[src/rtl/bcd_to_bin_seq.sv]
// bcd_to_bin_seq: sequential signed BCD-to-binary converter.
// Reverse double-dabble, one shift per cycle, start/busy/done handshake.
// Optional macro SIGNED_OUT_EN: bin becomes BIN_W+1 bits two's complement.
module bcd_to_bin_seq #(
    parameter int DIGITS = 3,
    parameter int BIN_W  = 10
) (
    input  logic                  clk,
    input  logic                  rst,
    input  logic                  start,
    input  logic [4*DIGITS-1:0]   bcd_in,
    input  logic                  neg_in,
    output logic                  busy,
    output logic                  done,
    output logic                  err,
`ifdef SIGNED_OUT_EN
    output logic [BIN_W:0]        bin,
`else
    output logic [BIN_W-1:0]      bin,
`endif
    output logic                  neg_out
);

    localparam int BCD_W = 4 * DIGITS;
    localparam int SR_W  = BCD_W + BIN_W;
    localparam int CNT_W = $clog2(BIN_W + 1);
`ifdef SIGNED_OUT_EN
    localparam int OUT_W = BIN_W + 1;
`else
    localparam int OUT_W = BIN_W;
`endif
    localparam longint MAX_VAL = (longint'(10) ** DIGITS) - 1;

    // Result width must hold the largest decimal operand.
    generate
        if ((longint'(1) << BIN_W) <= MAX_VAL) begin : g_width_check
            $error("bcd_to_bin_seq: BIN_W too small for DIGITS");
        end
    endgenerate

    typedef enum logic [1:0] {IDLE, SHIFT, DONE} state_t;

    state_t             state_reg, state_next;
    logic [SR_W-1:0]    sr_reg, sr_next;
    logic [CNT_W-1:0]   count_reg, count_next;
    logic               neg_reg, neg_next;
    logic [OUT_W-1:0]   bin_reg, bin_next;
    logic               err_reg, err_next;
    logic               neg_out_reg, neg_out_next;

    logic [DIGITS-1:0]  digit_bad;
    logic [SR_W-1:0]    sr_shift;
    logic [SR_W-1:0]    sr_adj;
    logic [BIN_W-1:0]   mag;
    logic               mag_neg;

    assign sr_shift = sr_reg >> 1;
    assign sr_adj[BIN_W-1:0] = sr_shift[BIN_W-1:0];

    // Per-digit validity check and post-shift nibble correction.
    generate
        for (genvar gi = 0; gi < DIGITS; gi++) begin : g_digit
            logic [3:0] nib;
            assign digit_bad[gi] = (bcd_in[4*gi +: 4] > 4'd9);
            assign nib = sr_shift[BIN_W + 4*gi +: 4];
            assign sr_adj[BIN_W + 4*gi +: 4] = (nib >= 4'd8) ? nib - 4'd3 : nib;
        end
    endgenerate

    // Magnitude after the final shift; negative zero is suppressed.
    assign mag     = sr_adj[BIN_W-1:0];
    assign mag_neg = neg_reg & (mag != '0);

    // State and datapath registers.
    always_ff @(posedge clk) begin
        if (rst) begin
            state_reg   <= IDLE;
            sr_reg      <= '0;
            count_reg   <= '0;
            neg_reg     <= 1'b0;
            bin_reg     <= '0;
            err_reg     <= 1'b0;
            neg_out_reg <= 1'b0;
        end else begin
            state_reg   <= state_next;
            sr_reg      <= sr_next;
            count_reg   <= count_next;
            neg_reg     <= neg_next;
            bin_reg     <= bin_next;
            err_reg     <= err_next;
            neg_out_reg <= neg_out_next;
        end
    end

    // Next-state and result logic; results are loaded on entry to DONE.
    always_comb begin
        state_next   = state_reg;
        sr_next      = sr_reg;
        count_next   = count_reg;
        neg_next     = neg_reg;
        bin_next     = bin_reg;
        err_next     = err_reg;
        neg_out_next = neg_out_reg;
        case (state_reg)
            IDLE: begin
                if (start) begin
                    neg_next = neg_in;
                    sr_next  = {bcd_in, {BIN_W{1'b0}}};
                    if (|digit_bad) begin
                        err_next     = 1'b1;
                        bin_next     = '0;
                        neg_out_next = 1'b0;
                        state_next   = DONE;
                    end else begin
                        count_next = CNT_W'(BIN_W);
                        state_next = SHIFT;
                    end
                end
            end
            SHIFT: begin
                sr_next    = sr_adj;
                count_next = count_reg - 1'b1;
                if (count_reg == CNT_W'(1)) begin
                    err_next     = 1'b0;
                    neg_out_next = mag_neg;
`ifdef SIGNED_OUT_EN
                    bin_next     = mag_neg ? -{1'b0, mag} : {1'b0, mag};
`else
                    bin_next     = mag;
`endif
                    state_next   = DONE;
                end
            end
            DONE: begin
                state_next = IDLE;
            end
            default: begin
                state_next = IDLE;
            end
        endcase
    end

    assign busy    = (state_reg != IDLE);
    assign done    = (state_reg == DONE);
    assign err     = err_reg;
    assign bin     = bin_reg;
    assign neg_out = neg_out_reg;

endmodule

[config.mk]
export PLATFORM = sky130hd
export DESIGN_NAME = bcd_to_bin_seq
export DESIGN_NICKNAME = d
export VERILOG_FILES = /design/src/rtl/bcd_to_bin_seq.sv
export SDC_FILE = /design/constraint.sdc
export NUM_CORES = 1
export LEC_CHECK = 0
export CAP_MARGIN = 5
export CORE_MARGIN = 2
export CORE_UTILIZATION = 52
export DETAILED_ROUTE_END_ITERATION = 7
export GPL_TIMING_DRIVEN = 0
export HOLD_SLACK_MARGIN = 0.15
export PLACE_DENSITY = 0.81
export REMOVE_ABC_BUFFERS = 1
export SETUP_SLACK_MARGIN = 0.5
export SLEW_MARGIN = 30
export SYNTH_ARGS = -nofsm -noshare
export SYNTH_HDL_FRONTEND = slang
export SYNTH_SLANG_ARGS = --single-unit
[constraint.sdc]
create_clock -name clk -period 2.39 [get_ports clk]
set_clock_uncertainty 0.2 [all_clocks]
set_input_delay 0.717 -clock clk [delete_from_list [all_inputs] [get_ports clk]]
set_output_delay 0.717 -clock clk [all_outputs]
set_load 0.01 [all_outputs]
==> results by group, run 1 <==
Status
  – Outcome: finished, final reports clean

Logic synthesis
  – Simple-gate share of the synthesized area: 22.3%
  – Seq/Total Area, Yosys: 43.3%
  – Post-synthesis adder-cell area fraction: 4.06%
  – Synth Register Bits: 40
  – Xor-xnor portion of the synthesized cell area: 1.90%
  – Synth area leaders: dfxtp_1 43%, a21oi_1 5.7%, nor2_1 5.5%
  – Top_reg_cell synth: dfxtp_1
  – Synthesized area: 0.00185 mm²
  – Mapped Cells: 218
  – Leading area contributor after synthesis: dfxtp_1
  – Ys async rst share: 0%
  – Syn_area_per_cell: 8.48 µm²
  – Synth warn: 0
  – EDFF count, synth: 0
  – Mux cell area share after synthesis: 0%
  – Compound-Gate Fraction of Synth Area: 22.2%
  – Top cell type's share of synthesized area: 43.3%
  – Distinct cells, synth: 40
  – Main combinational cell family by area after synthesis: simple AND/OR/NAND/NOR gates

Worst setup path
  – Worst Reg-to-Reg Cells: 5
  – Critical path launch point type: register
  – CP Cell Sequence: or2_4 > buf_6
  – Worst Setup Path Type: register to primary output
  – CP peak stage delay: 0.39 ns
  – Slowest stage cell on the critical path: dfxtp_4
  – Crit path required time: 1.47 ns
  – Crit. End Element: primary output
  – Reg2reg end: bin[8]
  – CP max FO: 5
  – Crit path arrival time: 1.13 ns
  – R2r startpoint: count_reg[0]
  – Setup slack, reg-to-reg: 0.54 ns

Drt
  – Remaining antenna violation count: 0
  – Drt pass-1 iters: 5
  – Via count: 1812
  – 1st-iter DRT viols: 158
  – Wire length per cell: 16.4 µm
  – Vias per cell: 6.00
  – Post-Route WL: 4970 µm
  – # DRC: 0

STA
  – Fmax: 0.488 GHz
  – Final Hold Viols: 0
  – Setup Viol. Count Final: 0
  – Fin. max-slew vios: 0
  – Crit share post-route: 85.7%
  – Slew headroom: 56.5%
  – Slew @ Worst Pin: 0.653 ns
  – RSZ-0062 raised after global routing: yes
  – Final min period: 2.05 ns

Die
  – Die W: 63.6 µm
  – Starting density of the core: 54.9%
  – Core area: 0.00336 mm²
  – Die Y: 63.6 µm
  – Overall die area: 0.00405 mm²
  – I/O pin count: 30
  – Rows: 21

Global routing
  – Grt met1 use: 30.9%
  – Met2 Track Usage GR: 39.5%
  – Number of antenna violations at the first check in global routing: 0
  – Grt ovf: 0
  – Vias in the first global route: 1635
  – Largest net degree at the start of global routing: 37
  – GR Util met3: 5.89%
  – First-pass GRT wire length: 7730 µm
  – Overall Global Routing Usage: 24.5%
  – GR peak layer: met2

Placed design
  – GP Congestion: 0.748
  – IO Port Bufs: 29
  – Placed inst area: 0.00214 mm²
  – Detailed Place HPWL: 2770 µm

Clock tree
  – CTS sink count: 40
  – Worst-path clk slew: 0.12 ns
  – H-tree level count: 2
  – Buffer depth of the longest clock path: 2
  – Worst-Skew Late Latency: 0.36 ns
  – Root buffer cell: clkbuf_4
  – TritonCTS clock tree: done
  – Num CTS Buffers: 5
  – Hold buffers post-CTS: 0

Pwr
  – Overall power: 0.00141 W
  – Max VDD drop: 0.389 mV
  – Leakage: 0.917 nW
  – Power Dens Cells: 591 mW/mm²

Cells and area
  – Most frequent cells in the layout: 32 x dfxtp_1, 27 x nor2_1, 21 x a21oi_1
  – Area delta synth->final: 28.8%
  – Post-route design area: 0.00238 mm²
  – Max reg flops: 21
  – Ant. Diodes: 0
  – Share of post-route cells with drive strength above 1: 23.8%
  – Fin nets: 277
  – Most common cell after layout, fill and taps aside: dfxtp_1

Min path
  – Hold crit path type: register to register
  – Hold path depth: 2
  – Hold Startpoint: bin[1]
  – Hold Path End: bin[1]

Run
  – Maximum Capacitance Violations: 0
[metal layers]
metal / wire length (µm) / vias up
met1: 2080 / 851
li1: - / 864
met2: 2390 / 85
met3: 373 / 12
met4: 116 / 0
met5: 0 / -
[layout make-up]
class | instances | area [µm²]
clock buffer | 6 | 51.3
clock inverter | 2 | 15.0
fill | 288 | 983
inverter | 10 | 37.5
multi-input combinational | 153 | 1030
sequential | 40 | 816
tap | 46 | 57.6
timing repair buffer | 45 | 377
[synth_stat cells, drive strengths merged (2+ instances only)]
cell and count:
o221ai 2, o211ai 4, nor2b 3, inv 10, xnor2 4, dfxtp 40, a221oi 2, ha 6
nand2 16, clkbuf 11, a21oi 21, nand4b 9, o211a 2, a31oi 3, nor4 3, a22oi 10
a311oi 3, o21ai 4, nor2 27, nand3 14, buf 5, or2 2, nand2b 3
[worst max path at each step]
stage	slack, ns	cells after the start	startpoint	endpoint
floorplan	0.009	4	state_reg[0]	bin[0]
global placement	-0.89	4	state_reg[0]	bin[6]
detailed placement	-0.29	5	bcd_in[6]	count_reg[3]
CTS	0.30	2	state_reg[0]	busy
global route	0.31	2	state_reg[1]	busy
finish	0.34	2	state_reg[1]	busy
[critical path, delay by kind of cell (launching register included)]
kind | cells | cell delay (ns)
buffers and inverters | 1 | 0.12
AND/OR/NAND/NOR | 1 | 0.26
flip-flops | 1 | 0.39
[stage by stage]
| step | utilization (%) | instances | setup TNS, ns | hold slack, ns | setup WS (ns) |
|---|---|---|---|---|---|
| 2_1_floorplan | - | 202 | 0 | 0.231 | 0.00878 |
| 3_3_place_gp | 63.0 | 277 | -26.90 | 0.250 | -0.893 |
| 3_5_place_dp | 63.7 | 279 | -3.48 | 0.255 | -0.287 |
| 4_1_cts | 68.9 | 295 | 0 | 0.273 | 0.297 |
| 5_1_grt | 70.8 | 302 | 0 | 0.298 | 0.308 |
| 6_report | 70.8 | 302 | 0 | 0.269 | 0.342 |
[report_power, final]
group          internal [W]  switching, W
sequential         0.000698     0.0000346
clock              0.000143      0.000238
combinational      0.000140      0.000153
[repair_timing]
item,CTS,global route
cloned,1,0
setup endpoints to repair,48,26
setup buffers,7,7
pin swaps,3,8
gates resized for setup,62,34
[cells by family (layout without fill, tap and decap cells)]
logic type | Yosys count | in the layout
buffers and inverters | 26 | 63
adders and majority gates | 6 | 6
xor gates and xnor gates | 4 | 4
DFF | 40 | 40
and+or+nand+nor | 82 | 82
AOI/OAI and AO/OA | 60 | 61
Power figures use the tool's default switching activity.
==> inputs of run 2 (changes only) <==
ABC_AREA = 1   (was not set)
CORE_UTILIZATION = 53   (was 52)
PLACE_DENSITY = 0.82   (was 0.81)
==> results by group, run 2 <==
Status
  – Outcome: finished, final reports clean

Worst setup path
  – Setup slack, reg-to-reg: 0.55 ns
  – Worst Reg-to-Reg Cells: 9
  – Crit path required time: 1.47 ns
  – CP max FO: 3
  – Worst Setup Path Type: register to primary output
  – Crit path arrival time: 1.00 ns
  – Reg2reg end: bin[1]
  – Crit. End Element: primary output
  – Critical path launch point type: register
  – R2r startpoint: state_reg[1]

Clock tree
  – Buffer depth of the longest clock path: 2
  – Root buffer cell: clkbuf_4
  – H-tree level count: 2
  – Num CTS Buffers: 5
  – TritonCTS clock tree: done
  – CTS sink count: 40
  – Worst-Skew Late Latency: 0.38 ns
  – Worst-path clk slew: 0.12 ns
  – Hold buffers post-CTS: 0

Logic synthesis
  – Post-synthesis adder-cell area fraction: 3.97%
  – Leading area contributor after synthesis: dfxtp_1
  – Top post-synthesis cells by count: 41 x nand2_1, 40 x dfxtp_1, 35 x a21oi_1
  – Compound-Gate Fraction of Synth Area: 19.7%
  – Most frequent cell after synthesis: nand2_1
  – Simple-gate share of the synthesized area: 22.4%
  – Seq/Total Area, Yosys: 42.4%
  – Synth warn: 0
  – Ys async rst share: 0%
  – Mapped Cells: 249
  – Synth Register Bits: 40
  – EDFF count, synth: 0
  – Top cell type's share of synthesized area: 42.4%
  – Mux cell area share after synthesis: 0%
  – Top_reg_cell synth: dfxtp_1
  – Distinct cells, synth: 27
  – Xor-xnor portion of the synthesized cell area: 0.927%
  – Main combinational cell family by area after synthesis: simple AND/OR/NAND/NOR gates
  – Syn_area_per_cell: 7.59 µm²
  – Synthesized area: 0.00189 mm²
  – Synth area leaders: dfxtp_1 42%, a21oi_1 9.3%, nand2_1 8.1%

Global routing
  – Vias in the first global route: 1508
  – Number of antenna violations at the first check in global routing: 0
  – GR Util met3: 7.68%
  – First-pass GRT wire length: 6980 µm
  – Overall Global Routing Usage: 22.5%
  – Largest net degree at the start of global routing: 31
  – Grt ovf: 0
  – Grt met1 use: 27.7%
  – Met2 Track Usage GR: 36.3%
  – GR peak layer: met2

Pwr
  – Comb power frac: 34.8%
  – Power Dens Cells: 812 mW/mm²
  – P_sw: 0.000694 W
  – Overall power: 0.00193 W
  – Max VDD drop: 0.640 mV
  – Clk pwr share: 23.5%
  – Leakage: 1.04 nW
  – Sw frac: 36.0%
  – Share of power burned in registers: 41.7%
  – Power Internal: 0.00123 W

STA
  – Fin. max-slew vios: 0
  – Slew @ Worst Pin: 0.543 ns
  – Hold_ws: 0.266 ns
  – RSZ-0062 raised after global routing: yes
  – Fmax: 0.522 GHz
  – Slew headroom: 63.8%
  – Final Hold Viols: 0
  – Setup Viol. Count Final: 0
  – Setup tns final: 0 ns
  – Final min period: 1.92 ns
  – Crit share post-route: 80.1%

Placed design
  – Detailed Place HPWL: 2580 µm
  – # placed instances: 312
  – GP Congestion: 0.845
  – IO Port Bufs: 29

Cells and area
  – Post-route insts no fill: 338
  – Fin nets: 313
  – Max reg flops: 21
  – Finished Core Util: 70.0%
  – Ant. Diodes: 0
  – Share of post-route cells with drive strength above 1: 23.6%
  – Most frequent cells in the layout: 41 x nand2_1, 34 x dfxtp_1, 33 x a21oi_1
  – Most common cell after layout, fill and taps aside: nand2_1
  – Area delta synth->final: 25.5%
  – Fillers: 262

Die
  – Starting density of the core: 55.8%
  – Overall die area: 0.00406 mm²
  – Die W: 63.7 µm
  – Rows: 21
  – I/O pin count: 30
  – Core area: 0.00339 mm²
  – Die Y: 63.7 µm

Run
  – Maximum Capacitance Violations: 0

Drt
  – 1st-iter DRT viols: 186
  – Remaining antenna violation count: 0
  – Via count: 1824
  – # DRC: 0
  – Post-Route WL: 4600 µm
  – Wire length per cell: 13.6 µm
  – Vias per cell: 5.40
  – Drt pass-1 iters: 4

Min path
  – Hold Path End: bin[6]
  – Hold crit path type: register to register
  – Hold Startpoint: bin[6]
  – Hold path depth: 2
run 2: power by group through the flow:
stage / Sequential (W) / Combinational, W / Clock (W)
finish: 0.000804 / 0.000670 / 0.000453
global route: 0.000814 / 0.000738 / 0.000494
CTS: 0.000798 / 0.000586 / 0.000454
detailed placement: 0.000813 / 0.000515 / 0
global placement: 0.000810 / 0.000504 / 0
floorplan: 0.000804 / 0.000356 / 0
run 2: critical path: stages, from the launching register on:
cell and delay [ns]:
dfxtp_2 0.37, inv_4 0.05, nor2_2 0.08, buf_2 0.13
run 2: layer usage:
metal / part of all wire [%] / vias to the layer above
li1: - / 907
met1: 42 / 839
met2: 49 / 64
met3: 6.3 / 14
met4: 2.8 / 0
met5: 0 / -
run 2: what timing repair did:
item / in CTS / in global routing
gates cloned: 1 / 0
setup buffers: 9 / 8
endpoints found under the setup margin: 44 / 33
pin swaps: 7 / 8
resized for setup: 36 / 39
run 2: kinds of logic after synthesis:
family | after synthesis
AND/OR/NAND/NOR | 93
XOR/XNOR | 2
AO/OA/AOI/OAI | 68
flip-flops | 40
buffers and inverters | 40
adder cells (fa/ha/maj) | 6
run 2: how the worst max path moves through the flow:
stage / from / endpoint / slack, ns / depth (start not counted)
floorplan: bcd_in[2] / bin[0] / 0.67 / 7
global placement: rst / sr_reg[20] / -0.54 / 4
detailed placement: bcd_in[2] / bin[1] / -0.07 / 8
CTS: state_reg[1] / done / 0.31 / 3
global route: state_reg[1] / done / 0.42 / 3
finish: state_reg[1] / done / 0.47 / 3
run 2: final cells by class:
type | instances | area, µm² | share of cell area, %
Timing Repair Buffer | 46 | 367 | 15.5
Sequential cell | 40 | 808 | 34.1
Inverter | 28 | 113 | 4.75
Clock buffer | 5 | 37.5 | 1.58
Multi-Input combinational cell | 170 | 947 | 39.9
Tap cell | 46 | 57.6 | 2.43
Clock inverter | 3 | 42.5 | 1.79
run 2: metrics by stage:
step                      instance area, µm²  setup WS (ns)
final                                   2370          0.474
after global routing                    2370          0.423
after CTS                               2310          0.312
after detailed placement                2140        -0.0717
after global placement                  2150         -0.535
after floorplan                         1800          0.674
